[config.mk]
export PLATFORM = sky130hd
export DESIGN_NAME = mem_port_arbiter
export DESIGN_NICKNAME = d
export VERILOG_FILES = /design/src/rtl/mem_port_arbiter.sv
export SDC_FILE = /design/constraint.sdc
export NUM_CORES = 1
export LEC_CHECK = 0
export ABC_AREA = 1
export CORE_ASPECT_RATIO = 0.6
export CORE_MARGIN = 5
export CORE_UTILIZATION = 45
export DETAILED_ROUTE_END_ITERATION = 6
export PLACE_DENSITY = 0.89
export SETUP_SLACK_MARGIN = 0.3
export SLEW_MARGIN = 40
export SYNTH_ARGS = -nofsm -noshare
export SYNTH_HDL_FRONTEND = slang
export SYNTH_SLANG_ARGS = --single-unit
export TNS_END_PERCENT = 30
[constraint.sdc]
create_clock -name clk_i -period 2.5 [get_ports clk_i]
set_input_delay 0.375 -clock clk_i [delete_from_list [all_inputs] [get_ports clk_i]]
set_output_delay 0.375 -clock clk_i [all_outputs]
set_load 0.02 [all_outputs]
[src/rtl/mem_port_arbiter.sv]
`timescale 1ns / 1ps
// mem_port_arbiter
// Shares one single-port, multi-cycle unified memory between the instruction
// fetch port and the data port. Requests are serialised with data having
// priority over fetch. The block drives the memory handshake, returns read data
// to the granted port, and produces the pipeline stall. A BUSY watchdog forces
// completion if the memory never acknowledges.
module mem_port_arbiter #(
    parameter int ADDR_W  = 32,
    parameter int DATA_W  = 32,
    parameter int TIMEOUT = 64   // must be >= 2
) (
    input  logic              clk_i,
    input  logic              rst_i,       // asynchronous, active low

    // Instruction fetch port
    input  logic              if_req_i,
    input  logic [ADDR_W-1:0] if_addr_i,
    output logic [DATA_W-1:0] if_rdata_o,
    output logic              if_ready_o,

    // Data port
    input  logic              d_req_i,
    input  logic              d_we_i,
    input  logic [ADDR_W-1:0] d_addr_i,
    input  logic [DATA_W-1:0] d_wdata_i,
    output logic [DATA_W-1:0] d_rdata_o,
    output logic              d_ready_o,

    // Pipeline freeze
    output logic              stall_o,

    // Memory side
    output logic              mem_en_o,
    output logic              mem_we_o,
    output logic [ADDR_W-1:0] mem_addr_o,
    output logic [DATA_W-1:0] mem_wdata_o,
    input  logic [DATA_W-1:0] mem_rdata_i,
    input  logic              mem_ack_i,

    output logic              err_o
);

    localparam int CNT_W = (TIMEOUT > 2) ? $clog2(TIMEOUT) : 1;
    // Counter value that marks the last BUSY cycle allowed without an ack.
    localparam logic [CNT_W-1:0] CNT_LAST = CNT_W'(TIMEOUT - 1);

    typedef enum logic [1:0] {
        IDLE    = 2'd0,
        BUSY_IF = 2'd1,
        BUSY_D  = 2'd2,
        DONE    = 2'd3
    } state_t;

    state_t            state_q,     state_d;
    logic              mem_en_q,    mem_en_d;
    logic              mem_we_q,    mem_we_d;
    logic [ADDR_W-1:0] mem_addr_q,  mem_addr_d;
    logic [DATA_W-1:0] mem_wdata_q, mem_wdata_d;
    logic [DATA_W-1:0] if_rdata_q,  if_rdata_d;
    logic [DATA_W-1:0] d_rdata_q,   d_rdata_d;
    logic              if_ready_q,  if_ready_d;
    logic              d_ready_q,   d_ready_d;
    logic              err_q,       err_d;
    logic [CNT_W-1:0]  cnt_q,       cnt_d;

    // Next-state logic: arbitration, handshake tracking, capture and timeout.
    always_comb begin
        // NOTE: every signal gets a default before the case so no path leaves
        // it unassigned; that is what keeps this block from inferring latches.
        state_d     = state_q;
        mem_en_d    = mem_en_q;
        mem_we_d    = mem_we_q;
        mem_addr_d  = mem_addr_q;
        mem_wdata_d = mem_wdata_q;
        if_rdata_d  = if_rdata_q;
        d_rdata_d   = d_rdata_q;
        if_ready_d  = 1'b0;
        d_ready_d   = 1'b0;
        err_d       = err_q;
        cnt_d       = cnt_q;

        unique case (state_q)
            IDLE: begin
                // Data wins: it belongs to the older instruction in the pipe.
                if (d_req_i) begin
                    state_d     = BUSY_D;
                    mem_en_d    = 1'b1;
                    mem_we_d    = d_we_i;
                    mem_addr_d  = d_addr_i;
                    mem_wdata_d = d_wdata_i;
                    cnt_d       = '0;
                end else if (if_req_i) begin
                    state_d     = BUSY_IF;
                    mem_en_d    = 1'b1;
                    mem_we_d    = 1'b0;
                    mem_addr_d  = if_addr_i;
                    mem_wdata_d = '0;
                    cnt_d       = '0;
                end
            end

            BUSY_IF, BUSY_D: begin
                if (mem_ack_i) begin
                    state_d  = DONE;
                    mem_en_d = 1'b0;
                    if (state_q == BUSY_IF) begin
                        if_rdata_d = mem_rdata_i;
                        if_ready_d = 1'b1;
                    end else begin
                        // A store returns nothing; keep the last load value.
                        if (!mem_we_q) d_rdata_d = mem_rdata_i;
                        d_ready_d = 1'b1;
                    end
                end else if (cnt_q == CNT_LAST) begin
                    // Memory never answered: complete with zero data and flag it.
                    state_d  = DONE;
                    mem_en_d = 1'b0;
                    err_d    = 1'b1;
                    if (state_q == BUSY_IF) begin
                        if_rdata_d = '0;
                        if_ready_d = 1'b1;
                    end else begin
                        d_rdata_d = '0;
                        d_ready_d = 1'b1;
                    end
                end else begin
                    cnt_d = cnt_q + CNT_W'(1);
                end
            end

            DONE: begin
                // Ready is visible this cycle; requesters retire their req at
                // the closing edge, so no arbitration happens here.
                state_d = IDLE;
            end

            default: state_d = IDLE;
        endcase
    end

    // State and output registers; reset abandons any transaction in flight.
    always_ff @(posedge clk_i or negedge rst_i) begin
        if (!rst_i) begin
            state_q     <= IDLE;
            mem_en_q    <= 1'b0;
            mem_we_q    <= 1'b0;
            mem_addr_q  <= '0;
            mem_wdata_q <= '0;
            if_rdata_q  <= '0;
            d_rdata_q   <= '0;
            if_ready_q  <= 1'b0;
            d_ready_q   <= 1'b0;
            err_q       <= 1'b0;
            cnt_q       <= '0;
        end else begin
            // NOTE: non-blocking assignments so every flop samples the values
            // from before this edge, independent of statement order.
            state_q     <= state_d;
            mem_en_q    <= mem_en_d;
            mem_we_q    <= mem_we_d;
            mem_addr_q  <= mem_addr_d;
            mem_wdata_q <= mem_wdata_d;
            if_rdata_q  <= if_rdata_d;
            d_rdata_q   <= d_rdata_d;
            if_ready_q  <= if_ready_d;
            d_ready_q   <= d_ready_d;
            err_q       <= err_d;
            cnt_q       <= cnt_d;
        end
    end

    // Registered outputs.
    assign mem_en_o    = mem_en_q;
    assign mem_we_o    = mem_we_q;
    assign mem_addr_o  = mem_addr_q;
    assign mem_wdata_o = mem_wdata_q;
    assign if_rdata_o  = if_rdata_q;
    assign d_rdata_o   = d_rdata_q;
    assign if_ready_o  = if_ready_q;
    assign d_ready_o   = d_ready_q;
    assign err_o       = err_q;

    // Freeze the pipeline while any request is pending and not yet completed.
    assign stall_o = (d_req_i & ~d_ready_q) | (if_req_i & ~if_ready_q);

endmodule

== After elaboration in Yosys (flattened, before gate mapping) ==
Cells that the tools add are included.
Word-level totals
  register bits after elaboration: 141
  input bits: 134
  logic and storage cells: 78
Operators by class
  add/subtract/negate cells: 1
  equal/unequal tests: 9
  multiplexer cells: 38
  bitwise gates (word level): 7
  reduce and logical (&&, ||, !) cells: 12
Operators with widths (number)
  $mux W32: 13
  $mux W6: 4
  $mux W1: 14
  $pmux W6 S2: 1
  $reduce_and A3 Y1: 3
  $mux W2: 4
  $reduce_and A4 Y1: 2
  $add A6 B1 Y6 const B: 1
  $eq A6 B6 Y1 const B: 1
  $ne A2 B2 Y1 const B: 3
  $ne A3 B3 Y1 const B: 2
  $pmux W2 S3: 1
  $reduce_bool A2 Y1: 3
  $eq A2 B2 Y1 const B: 2
  $not A1 Y1: 4
  $reduce_and A2 Y1: 2
  $and A1 B1 Y1: 2
  $eq A2 B1 Y1 const B: 1
  $logic_not A2 Y1: 1
  $pmux W1 S2: 1
  $reduce_or A2 Y1: 1
  $or A1 B1 Y1: 1

== Logic depth before layout (Yosys ltp) ==
Gate-level depths: netlist of run 1.
  depth in word-level cells: 5
  gate-level depth with buffers: 9

== Worst setup path before layout of run 1 ==
OpenSTA, ideal clock, no wires.
  path kind: input to output
  start: input d_req_i
  end: output stall_o
  arrival time: 1.340 ns
  required time: 2.125 ns
  path slack: 0.785 ns
  stages on the path: 4
  cell sequence: clkbuf_1 > clkinv_1 > clkbuf_1 > o22ai_1
Between the ends
  word-level cells in the longest chain between the ends: 2
Ends and longest elaborated chain
  start, declared: RTL line 23  | input logic d_req_i,
  $and A1 B1 Y1: RTL line 185  | assign stall_o = (d_req_i & ~d_ready_q) | (if_req_i & ~if_ready_q);
  $or A1 B1 Y1: RTL line 185
  end, declared: RTL line 31  | output logic stall_o,
No other way between the ends.

== Worst setup path after layout of run 1 ==
  start: input if_req_i
  end: output stall_o
Between the ends
  word-level cells in the longest chain between the ends: 2
Ends and longest elaborated chain
  start, declared: RTL line 17  | input logic if_req_i,
  $and A1 B1 Y1: RTL line 185
  $or A1 B1 Y1: RTL line 185
No other way between the ends.

==> flow_summary.ini, run 1 <==
[run_status]
status = completed

[sta]
fmax_mhz = 481
timing.final.crit_share_pct = 83.2
finalSetupViolations = 0
rsz0062_at_grt = false
worstMarginPinSlew_ns = 0.657
hold_viol = 0
tns_ns = 0
fin_ws_ns = 0.419
period_minus_slack_ns = 2.08
slew_headroom_pct = 56.2
skew_ns = 0.0122
finalMaxSlewViolations = 0

[synthesis]
avgSynthCellArea_um2 = 9.06
post-synth-top-area-cell = dfrtp_1
syn_nets = 788
postSynthCellCount = 650
synth_commonest_cells = nand2_1, dfrtp_1, nand3_1, o21ai_1, nor2_1
syn-cell-area_um2 = 5890
yosysSeqAreaShare_pct = 59.9
synthTopCellsByArea = dfrtp_1, nand2_1, nand3_1
synth_seq_cells = 141
ys_warn_count = 0
ys.flop_type = dfrtp_1
synth_edf_count = 0
synth_top_area_share_pct = 59.9
yosysMostFrequentCell = nand2_1
async_flop_share_pct = 100
synth.distinct_cells = 25

[layout]
fill_cells = 944
seq_area_um2 = 3530
final_area_um2 = 9300
final_core_util_pct = 72.3
multiInputGateArea_um2 = 2100
final_cells = 1086
area_growth_pct = 57.8
nets = 1041
diodes = 0
drive_above_1_share_pct = 8.30

[setup_path]
rrSetupSlack_ns = 0.50
critical_path.startpoint_type = input port
setup.worst_path.end_class = output pin
cpMostUsedCell = clkdlybuf4s50_1
cp.arrival_ns = 1.71
cpPeakStageDelay_ns = 0.64
slowest_stage = clkdlybuf4s50_1
crit_buf_inv = 3
cp_cell_sequence = clkdlybuf4s50_1 -> inv_1 -> o22ai_1 -> clkdlybuf4s50_1
crit_family = buffers and inverters
path_class = in2out
required_ns = 2.12
cp_max_fo = 2

[floorplan]
rows = 32
die_w_um = 158
die_h_um = 98.6
io-pin-count = 268
die_area_um2 = 15600
initial_utilization_pct = 45.8
core_area_um2 = 12900

[routing]
dr.pass1.iters = 4
routed_wl_um = 17900
wire_per_inst_um = 16.4
via_per_inst = 5.01
route.detailed.drc = 0
drt_iter0_markers = 337
ant_nets = 0
vias = 5437

[hold_path]
worstHoldPathType = in2reg

[flow_run]
cap_violations = 0

[clock_network]
clk_latency_ns = 0.41
htreeDepth = 4
cts_tree = built
cts_buffers = 17
path_clk_slew_ns = 0.06
clockRootBuffer = clkbuf_16
clk_path_buf_depth = 2
cts_sinks = 141

[grt]
grt_overflow = 0
track_usage_pct = 23.0
grt_pass1_wl_um = 28500
antenna_found_initial = 0
grt_max_degree = 66
first_global_vias = 5461

[power]
p_per_area_nw_per_um2 = 1240
max-vdd-ir-drop_uv = 743
p_leak_nw = 4.17

[placed_design]
hpwlAfterDp_um = 12900
gp_congestion = 0.859
placedInstanceArea_um2 = 8670
place_ws_ns = 0.409
io_buffers = 267
placed_cells = 1053
[final timing paths]
check,startpoint,to,depth (start not counted)
worst max-delay path,if_req_i,stall_o,4
worst min-delay path,d_req_i,mem_addr_o[25]$_DFFE_PN0P_,3
worst max register to register,state_q[0]$_DFFE_PN0P_,cnt_q[5]$_DFFE_PN0P_,8
worst min register to register,mem_wdata_o[31]$_DFFE_PN0P_,mem_wdata_o[31]$_DFFE_PN0P_,2
max in group asynchronous,rst_i,if_rdata_o[7]$_DFFE_PN0P_,3
min in group asynchronous,rst_i,if_rdata_o[27]$_DFFE_PN0P_,2
[cell families after synthesis]
group           count (synthesis)  synth area share, %
flops                         141                 59.9
fa+ha+maj                       4                0.849
compound gates                110                 11.7
buf+inv                        55                 4.54
simple gates                  339                 22.9
xor+xnor                        1                0.149
[what timing repair did]
| action | CTS | global route |
|---|---|---|
| gates resized for setup | 0 | 1 |
| setup endpoints to repair | 0 | 6 |
| hold buffers | 1 | 0 |
| hold endpoints to repair | 62 | 0 |
| buffers inserted | 0 | 0 |
[per-layer routing]
layer | track usage (%) | routed length (um) | vias to the layer above
li1 | - | - | 2642
met4 | 6.68 | 240 | 0
met2 | 37.2 | 8540 | 208
met5 | 0 | 0 | -
met3 | 7.33 | 1720 | 20
met1 | 29.9 | 7370 | 2567
[flip-flops by register name, summed over array words and instances (netlist names)]
name	cells
err_o	1
mem_addr_o	32
d_rdata_o	32
mem_we_o	1
state_q	2
mem_en_o	1
mem_wdata_o	32
if_ready_o	1
if_rdata_o	32
d_ready_o	1
cnt_q	6
[cells in the final DEF (no fill, tap or decap), drive strengths merged]
master,instances
nor2,35
a31o,1
clkinv,3
o21ai,74
ha,4
dlygate4sd3,1
nand2,255
clkbuf,17
nand4,1
bufinv,2
clkdlybuf4s50,265
buf,12
dfrtp,141
xnor2,1
clkinvlp,1
o22ai,1
a21oi,2
inv,20
a31oi,32
nand3,46
or2,2
[through the flow]
step	total power [mW]	hold slack (ns)
2_1_floorplan	6.52	0.0794
3_3_place_gp	8.86	0.410
3_5_place_dp	9.02	0.410
4_1_cts	11.7	0.298
5_1_grt	12.3	0.328
6_report	11.6	0.318
[report_power, final]
group          leakage [nW]  internal (mW)  switching (mW)  total (mW)
Combinational          2.09           2.30            2.97        5.27
Sequential             1.78           3.18           0.509        3.69
Clock                 0.302           1.53            1.07        2.60
Total                  4.17           7.01            4.55        11.6
[tightest hold or removal path, stage by stage]
cell and delay [ns]:
buf_2 0.16, nand2_1 0.07, a31oi_1 0.07
[final cells by class]
cell class              count  area share [%]
multi-input cells         454            22.6
repair buffers            278            30.0
clock buffers              17            4.58
clock inverters            15            2.07
inverters                  11           0.471
well taps                 170            2.29
flip-flops and latches    141            37.9
No activity file was read; power rests on OpenSTA's default activity.
==> run 2, diff against run 1 <==
Settings changed: CORE_UTILIZATION 45 to 38, PLACE_DENSITY 0.89 to 0.8.
Clock period 2.5 ns to 1.9 ns, I/O delays scaled along.
==> run 2 against run 1 <==
Compared with the run above: clock skew fell by 0.0037 ns; largest power group unchanged; first-iteration DRC count rose by 65%; combinational power rose by 35%; sequential cell count did not move; worst hold slack improved by 0.10 ns; final cell count rose by 4.8%; non-clock buffer count rose by 20.
==> flow_summary.ini, run 2 (synthesis results as in run 1) <==
[grt]
first_global_vias = 5269
met1_usage_pct = 25.4
grt_overflow = 0
grt_util_met3_pct = 7.92
track_usage_pct = 19.9
grt_pass1_wl_um = 28500
top_usage_layer = met2
antenna_found_initial = 0
grtUsageMet2_pct = 31.9
grt_max_degree = 67

[routing]
vias = 5482
drt_iter0_markers = 555
route.detailed.drc = 0
routed_wl_um = 19000
dr.pass1.iters = 4
via_per_inst = 4.82
ant_nets = 0
wire_per_inst_um = 16.7

[setup_path]
crit_family = buffers and inverters
required_ns = 1.62
slowest_stage = clkdlybuf4s50_1
crit_start = if_rdata_o[7]$_DFFE_PN0P_
cpPeakStageDelay_ns = 0.62
reg2reg_from = state_q[1]$_DFFE_PN0P_
cp_max_fo = 2
crit_buf_inv = 1
crit_cells = 1
cp_cell_sequence = clkdlybuf4s50_1
crit_end = if_rdata_o[7]
r2r_end = d_rdata_o[19]$_DFFE_PN0P_
path_class = reg2out
setup.worst_path.end_class = output pin
critical_path.startpoint_type = flop
rrSetupSlack_ns = 0.30
rr_worst_depth = 7
cp.arrival_ns = 1.39

[clock_network]
cts_tree = built
path_clk_slew_ns = 0.06
clockRootBuffer = clkbuf_16
htreeDepth = 4
cts_buffers = 17
cts_sinks = 141
clk_latency_ns = 0.40
clk_path_buf_depth = 2

[hold_path]
worstHoldPathType = in2reg

[sta]
tns_ns = 0
period_minus_slack_ns = 1.67
timing.final.crit_share_pct = 88.1
slew_headroom_pct = 54.0
skew_ns = 0.00845
finalSetupViolations = 0
finalMaxSlewViolations = 0
hold_viol = 0
rsz0062_at_grt = true
fmax_mhz = 597
worstMarginPinSlew_ns = 0.690

[layout]
drive_above_1_share_pct = 10.8
layout_commonest_cell = nand2_1
nets = 1061
fill_cells = 1258
mostFrequentLayoutCells = nand2_1, clkdlybuf4s50_1, dfrtp_1
final_cells = 1138
diodes = 0
area_growth_pct = 63.8

[floorplan]
rows = 35
initial_utilization_pct = 38.6
core_area_um2 = 15300
die_area_um2 = 18200
die_w_um = 171
io-pin-count = 268
die_h_um = 106

[flow_run]
cap_violations = 0

[power]
p_leak_nw = 4.84
p_total_mw = 15.0
p_per_area_nw_per_um2 = 1560
max-vdd-ir-drop_uv = 673

[placed_design]
placed_cells = 1093
hpwlAfterDp_um = 12900
io_buffers = 267
gp_congestion = 0.800

[run_status]
status = completed
[run 2: layer usage]
| layer | up-vias | routed length (um) |
|---|---|---|
| met5 | - | 0 |
| met4 | 0 | 253 |
| met3 | 14 | 2080 |
| met2 | 226 | 8900 |
| met1 | 2552 | 7770 |
| li1 | 2690 | - |
[run 2: worst min-delay path by stage]
stage	start	slack (ns)	depth (start not counted)	to
2_1_floorplan	rst_i	-0.01	0	cnt_q[0]$_DFFE_PN0P_
3_3_place_gp	rst_i	0.29	1	d_rdata_o[24]$_DFFE_PN0P_
3_5_place_dp	rst_i	0.30	1	d_rdata_o[26]$_DFFE_PN0P_
4_1_cts	d_req_i	0.40	6	mem_en_o$_DFFE_PN0P_
5_1_grt	d_wdata_i[22]	0.42	3	mem_wdata_o[22]$_DFFE_PN0P_
6_report	d_req_i	0.42	6	mem_en_o$_DFFE_PN0P_
[run 2: what timing repair did]
item                                    4_1_cts  5_1_grt
hold endpoints to repair                     46        0
endpoints found under the setup margin      204      164
buffers inserted                              2        6
hold buffers                                  1        0
pin swaps                                     0        3
resized for setup                            58       43
gates cloned                                  2        3
[run 2: power by group]
| group | switching, mW | internal, mW | total, mW | leakage [nW] |
|---|---|---|---|---|
| Clock | 1.30 | 1.81 | 3.11 | 0.261 |
| Sequential | 0.628 | 4.19 | 4.81 | 1.78 |
| Combinational | 4.08 | 3.03 | 7.11 | 2.80 |
| Total | 6.01 | 9.03 | 15.0 | 4.84 |
[run 2: area by class of cell]
type,instances,area (um^2),area share (%)
Tap cell,203,254,2.63
Clock buffer,19,433,4.48
Multi-Input combinational cell,454,2170,22.5
Timing Repair Buffer,298,3110,32.2
Inverter,11,41.3,0.428
Clock inverter,12,115,1.19
Sequential cell,141,3530,36.6
[run 2: through the flow]
stage          setup WS (ns)  hold slack, ns  util [%]  instance area (um^2)
6_report               0.226           0.420      63.2                  9650
5_1_grt                0.176           0.420      63.2                  9650
4_1_cts                0.216           0.401      61.6                  9410
3_5_place_dp          0.0339           0.300      57.6                  8810
3_3_place_gp          0.0271           0.294      57.6                  8810
2_1_floorplan          0.334         -0.0106         -                  5890
